**config.mk**
```make
export PLATFORM = sky130hd
export DESIGN_NAME = bus_arbiter_n
export DESIGN_NICKNAME = d
export VERILOG_FILES = /design/src/rtl/bus_pkg.sv /design/src/rtl/rr_picker.sv /design/src/rtl/bus_arbiter_n.sv
export SDC_FILE = /design/constraint.sdc
export NUM_CORES = 1
export LEC_CHECK = 0
export CORE_ASPECT_RATIO = 0.75
export CORE_MARGIN = 3
export CORE_UTILIZATION = 59
export CTS_CLUSTER_SIZE = 20
export DETAILED_ROUTE_END_ITERATION = 10
export DONT_BUFFER_PORTS = 1
export GPL_ROUTABILITY_DRIVEN = 1
export PLACE_DENSITY = 0.78
export REMOVE_ABC_BUFFERS = 1
export SLEW_MARGIN = 30
export SYNTH_ARGS = -nofsm -noshare
export SYNTH_HDL_FRONTEND = slang
export SYNTH_SLANG_ARGS = --single-unit
```
**constraint.sdc**
```tcl
create_clock -name clk -period 1.9 [get_ports clk]
set_clock_uncertainty 0.1 [all_clocks]
set_input_delay 0.57 -clock clk [delete_from_list [all_inputs] [get_ports clk]]
set_output_delay 0.57 -clock clk [all_outputs]
set_load 0.005 [all_outputs]
```
**src/rtl/bus_pkg.sv**
```systemverilog
// bus_pkg: shared FSM encoding, arbitration modes and flattened-slice helper
// for the N-channel bus arbiter.
package bus_pkg;
  typedef enum logic {ST_IDLE, ST_WAIT} state_t;
  localparam int ARB_FIXED = 0;
  localparam int ARB_RR = 1;
  function automatic int slice_lo(input int idx, input int w);
    return idx * w;
  endfunction
endpackage

```
**src/rtl/rr_picker.sv**
```systemverilog
// rr_picker: rotating priority encoder; picks the first request at or after
// i_base (round-robin) or the lowest index (fixed).
module rr_picker #(
  parameter int N  = 2,
  parameter int IW = 1
) (
  input  logic [N-1:0]  i_req,
  input  logic [IW-1:0] i_base,
  input  logic          i_rr,
  output logic [IW-1:0] o_grant,
  output logic          o_valid
);
  logic [IW:0]   w_sum;
  logic [IW-1:0] w_idx;
  always_comb begin
    o_grant = '0;
    o_valid = 1'b0;
    w_sum = '0;
    w_idx = '0;
    for (int k = N - 1; k >= 0; k--) begin
      w_sum = {1'b0, i_base} + (IW + 1)'(k);
      w_idx = !i_rr ? IW'(k) : (w_sum >= (IW + 1)'(N) ? IW'(w_sum - (IW + 1)'(N)) : IW'(w_sum));
      if (i_req[w_idx]) begin
        o_grant = w_idx;
        o_valid = 1'b1;
      end
    end
  end
endmodule

```
**src/rtl/bus_arbiter_n.sv**
```systemverilog
// bus_arbiter_n: N-channel request-pulse arbiter onto one downstream bus,
// with per-channel pending slots, sticky overflow and a WAIT watchdog.
module bus_arbiter_n
  import bus_pkg::*;
#(
  parameter int NUM_CH   = 2,
  parameter int ADDR_W   = 32,
  parameter int DATA_W   = 32,
  parameter int ARB_MODE = 0,
  parameter int TIMEOUT  = 0
) (
  input  logic                         clk,
  input  logic                         rstn,
  input  logic [NUM_CH-1:0]            up_request_enable,
  input  logic [NUM_CH-1:0]            up_mode,
  input  logic [NUM_CH*ADDR_W-1:0]     up_addr,
  input  logic [NUM_CH*DATA_W-1:0]     up_wdata,
  input  logic [NUM_CH*DATA_W/8-1:0]   up_wstrb,
  output logic [NUM_CH-1:0]            up_response_enable,
  output logic [DATA_W-1:0]            up_resp_data,
  output logic                         down_request_enable,
  output logic                         down_mode,
  output logic [ADDR_W-1:0]            down_addr,
  output logic [DATA_W-1:0]            down_wdata,
  output logic [DATA_W/8-1:0]          down_wstrb,
  input  logic                         down_response_enable,
  input  logic [DATA_W-1:0]            down_resp_data,
  output logic                         busy,
  output logic [$clog2(NUM_CH)-1:0]    grant_id,
  output logic [NUM_CH-1:0]            overflow,
  output logic                         timeout_err
);
  localparam int SW = DATA_W / 8;
  localparam int IW = $clog2(NUM_CH);
  localparam int CW = (TIMEOUT > 0) ? $clog2(TIMEOUT + 1) : 1;

  state_t              r_state;
  logic [NUM_CH-1:0]   r_pend, r_ovf, r_mode, r_uresp;
  logic [ADDR_W-1:0]   r_addr [NUM_CH];
  logic [DATA_W-1:0]   r_wdata [NUM_CH];
  logic [SW-1:0]       r_wstrb [NUM_CH];
  logic [IW-1:0]       r_gid, r_ptr;
  logic [CW-1:0]       r_cnt;
  logic                r_dreq, r_dmode, r_terr;
  logic [ADDR_W-1:0]   r_daddr;
  logic [DATA_W-1:0]   r_dwdata, r_rdata;
  logic [SW-1:0]       r_dwstrb;
  logic [IW-1:0]       w_g;
  logic                w_valid, w_to, w_fin;
  logic [NUM_CH-1:0]   w_clr;

  rr_picker #(.N(NUM_CH), .IW(IW)) u_pick (
    .i_req(r_pend), .i_base(r_ptr), .i_rr(ARB_MODE == ARB_RR),
    .o_grant(w_g), .o_valid(w_valid)
  );

  // A real response wins over a watchdog expiry landing in the same cycle.
  assign w_to  = (TIMEOUT != 0) && (r_cnt == CW'(TIMEOUT - 1));
  assign w_fin = (r_state == ST_WAIT) && (down_response_enable || w_to);
  assign w_clr = w_fin ? NUM_CH'(1) << r_gid : '0;

  always_ff @(posedge clk or negedge rstn) begin
    if (!rstn) begin
      r_pend <= '0;
      r_ovf  <= '0;
      r_mode <= '0;
      for (int i = 0; i < NUM_CH; i++) begin
        r_addr[i]  <= '0;
        r_wdata[i] <= '0;
        r_wstrb[i] <= '0;
      end
    end else begin
      for (int i = 0; i < NUM_CH; i++) begin
        if (up_request_enable[i] && (!r_pend[i] || w_clr[i])) begin
          r_pend[i]  <= 1'b1;
          r_mode[i]  <= up_mode[i];
          r_addr[i]  <= up_addr[slice_lo(i, ADDR_W) +: ADDR_W];
          r_wdata[i] <= up_wdata[slice_lo(i, DATA_W) +: DATA_W];
          r_wstrb[i] <= up_wstrb[slice_lo(i, SW) +: SW];
        end else if (w_clr[i]) begin
          r_pend[i] <= 1'b0;
        end
        if (up_request_enable[i] && r_pend[i] && !w_clr[i]) r_ovf[i] <= 1'b1;
      end
    end
  end

  always_ff @(posedge clk or negedge rstn) begin
    if (!rstn) begin
      r_state  <= ST_IDLE;
      r_gid    <= '0;
      r_ptr    <= '0;
      r_cnt    <= '0;
      r_dreq   <= 1'b0;
      r_dmode  <= 1'b0;
      r_daddr  <= '0;
      r_dwdata <= '0;
      r_dwstrb <= '0;
      r_uresp  <= '0;
      r_rdata  <= '0;
      r_terr   <= 1'b0;
    end else begin
      r_dreq  <= 1'b0;
      r_uresp <= '0;
      r_rdata <= '0;
      r_terr  <= 1'b0;
      if (r_state == ST_IDLE) begin
        if (w_valid) begin
          r_state  <= ST_WAIT;
          r_gid    <= w_g;
          r_cnt    <= '0;
          r_dreq   <= 1'b1;
          r_dmode  <= r_mode[w_g];
          r_daddr  <= r_addr[w_g];
          r_dwdata <= r_wdata[w_g];
          r_dwstrb <= r_wstrb[w_g];
        end
      end else if (w_fin) begin
        r_state <= ST_IDLE;
        r_uresp <= w_clr;
        r_rdata <= down_response_enable ? down_resp_data : '0;
        r_terr  <= !down_response_enable;
        if (ARB_MODE == ARB_RR) r_ptr <= (r_gid == IW'(NUM_CH - 1)) ? '0 : r_gid + 1'b1;
      end else begin
        r_cnt <= r_cnt + 1'b1;
      end
    end
  end

  assign up_response_enable  = r_uresp;
  assign up_resp_data        = r_rdata;
  assign down_request_enable = r_dreq;
  assign down_mode           = r_dmode;
  assign down_addr           = r_daddr;
  assign down_wdata          = r_dwdata;
  assign down_wstrb          = r_dwstrb;
  assign busy                = (r_state == ST_WAIT);
  assign grant_id            = r_gid;
  assign overflow            = r_ovf;
  assign timeout_err         = r_terr;
endmodule

```
==> impl_metrics.ini <==
[yosys]
synth-seq-cells = 249
synthesis.area_um2 = 9680
synth.top_cells.by_count = 249 x dfrtp_1, 118 x mux2_2, 70 x o21ai_0
ys_async_sr_fraction_pct = 100
synthCells = 688
yosys.area_share.xor_xnor_pct = 0
edff_count_synth = 0
synth_top_family_by_area = multiplexers
synth_warnings = 0
synth_cell_type_count = 22
synthDominantCellAreaShare_pct = 64.4
synth_area_in_simple_gates_pct = 5.03
synth-seq-area-share_pct = 64.4
post_synth_mux_area_share_pct = 23.2
synth_fa_ha_area_share_pct = 0
synth-compound-area-share_pct = 4.52
synth_top_area_cell = dfrtp_1
postSynthAreaPerCell_um2 = 14.1
synth.area.top_cells = dfrtp_1 64%, mux2_2 14%, mux2i_1 7.1%
post-synth-top-count-cell = dfrtp_1
synth_top_flop_cell = dfrtp_1

[setup_path]
worst-endpoint-required_ns = 2.17
critical_path.n_buffers_inverters = 2
worst_path_max_stage_delay_ns = 0.44
crit_path_top_delay_cell = dfrtp_1
crit_arrival_ns = 2.13
crit_path_max_fanout = 19
setup.worst_path.class = flip-flop to flip-flop
startpoint_type = flip-flop
timing.critical_path.to_type = flip-flop
worstPathCellList = nand3b_2 -> a21boi_4 -> buf_4 -> buf_12 -> mux2_2
rrSetupSlack_ns = 0.04
timing.critical_path.max_delay_family = flip-flops

[timing]
finalMaxSlewViolations = 0
fin_crit_share_pct = 97.7
final-hold-violation-count = 249
maxClockFrequency_mhz = 538
finalWorstPathRequiredPeriod_ns = 1.86
setup_violations = 0
worst_hold_slack_ns = -0.329

[placement]
post-dp-hpwl_mm = 13.7
numPortBuffers = 0
placement.cell_area_um2 = 9870
gpl.final_weighted_congestion = 0.769

[floorplanning]
num_rows = 39
core_region_area_um2 = 15700
floorplan.die_area_um2 = 18000
num_io_pins = 284
die_x_um = 154
floorplan.initialDensity_pct = 61.8
overall_die_height_um = 117

[clock_network]
cts_num_sinks = 249
clock_tree.htree_level_count = 1
clk_path_buf_depth = 3
cts_inserted_buffers = 24
cts_root_buf = clkbuf_16
cts_tree = built
cts.reportedPaths.clkPinSlew_ns = 0.06
clk_lat_worst_skew_ns = 0.50

[routing]
routed_wl_mm = 20.2
initialDrtViolationCount = 296
viasPerCell = 5.81
dr.pass1.iters = 4
detailroute.via_count = 5274
ant_nets = 0
detail_route.drc_violations = 0
wl_per_cell_um = 22.3

[pwr]
switching_share_pct = 30.2
p_leak_nw = 4.72
pwr-share-seq_pct = 49.9
pwr-share-clk_pct = 25.1
combPwrFrac_pct = 25.0
intPower_mw = 13.0
peakVddDrop_mv = 1.08
power_switching_mw = 5.63
power.density_cell_area_nw_per_um2 = 1740

[finish]
area_delta_synth_final_pct = 10.8
finish.instance_area_um2 = 10700
final_layout_size_suffix_gt1_share_pct = 25.9
num-nets-final = 858

[global_route]
first_global_vias = 5773
grt_max_degree = 250
globalRoute.totalOverflow = 0
antenna_found_initial = 3
grt_first_pass_wirelength_mm = 31.3
track_usage_pct = 21.7

[job]
cap_viol_max_count = 0

[status]
outcome = finished, violations left
failing_checks = negative hold slack

[worst_hold_path]
min_path_type = input port to asynchronous set/reset pin
-- timing repair --
action,in CTS,in global routing
endpoints found under the hold margin,249,249
gates resized for setup,0,1
endpoints found under the setup margin,0,44
buffers inserted,0,2
-- state kept, by name, indices dropped and copies added, names as in the netlist, 4 cells and up --
signal and flops:
r_wdata 64, r_addr 64, r_wstrb 8, up_resp_data 32, down_addr 32, down_wdata 32
down_wstrb 4
-- cells by family after synthesis --
group | count (synthesis)
multiplexers | 207
buffers and inverters | 48
flip-flops | 249
AO/OA/AOI/OAI | 79
other | 1
AND/OR/NAND/NOR | 104
-- final cells by class --
| type | instances | area, µm² |
|---|---|---|
| Antenna cell | 2 | 5.00 |
| Multi-Input combinational cell | 391 | 3190 |
| Fill cell | 1057 | 4940 |
| Inverter | 4 | 15.0 |
| Sequential cell | 249 | 6230 |
| Clock inverter | 7 | 40.0 |
| Clock buffer | 36 | 767 |
| Tap cell | 205 | 256 |
| Timing Repair Buffer | 13 | 219 |
-- metrics by stage --
step                TNS (ns)  setup slack (ns)  util, %  total power [mW]  instances
global placement           0            0.0935     63.0              13.6        859
detailed placement         0            0.0541     63.0              14.1        859
CTS                        0            0.0235     68.2              18.8        902
floorplan            -396.00             -3.85        -              12.4        644
global route          -0.151           -0.0262     68.5              19.8        906
finish                     0            0.0428     68.5              18.7        907
-- cells in the final DEF (no fill, tap or decap) --
master	synthesis	layout
mux2_2	118	118
o21ai_0	70	70
mux2i_1	69	69
mux2_1	20	20
nand2_1	69	69
clkbuf_8	0	10
o21bai_4	0	1
nor2b_4	0	1
clkinv_2	0	5
diode_2	0	2
clkinvlp_4	0	2
a21o_1	2	2
conb_1	1	1
buf_12	0	8
a31o_2	2	2
clkbuf_16	0	26
and3_1	32	32
nand3b_2	1	1
a21boi_4	2	2
nand3_2	1	1
buf_6	6	1
buf_4	11	3
inv_1	4	4
clkbuf_1	16	1
a21oi_1	2	2
dfrtp_1	249	249
-- power groups by stage --
stage / clock network [mW] / logic, mW / registers (mW)
final: 4.67 / 4.67 / 9.32
after global routing: 5.01 / 5.22 / 9.61
after CTS: 4.78 / 4.69 / 9.34
after detailed placement: 0 / 4.66 / 9.41
after global placement: 0 / 4.33 / 9.25
after floorplan: 0 / 3.56 / 8.83
-- per-layer routing --
metal  share of wire (%)  up-vias  track usage (%)  routed length (µm)
met5                0.13        -                0                  26
met4                 1.7        4             4.53                 339
met3                  11       32             9.78                2170
met2                  49      184             37.1                9920
met1                  38     2678             26.1                7790
li1                    -     2376                -                   -
-- worst paths after layout --
| check | start | end | cells past startpoint |
|---|---|---|---|
| max in group asynchronous | rstn | r_wstrb[5] | 0 |
| worst max register to register | grant_id | r_wdata[53] | 5 |
| worst min register to register | r_addr[55] | r_addr[55] | 1 |
| min in group clk | up_request_enable[0] | r_pend[0] | 1 |
| worst max-delay path | grant_id | r_wdata[53] | 5 |
| worst min-delay path | rstn | down_addr[11] | 0 |
(Power assumes the default switching activity.)
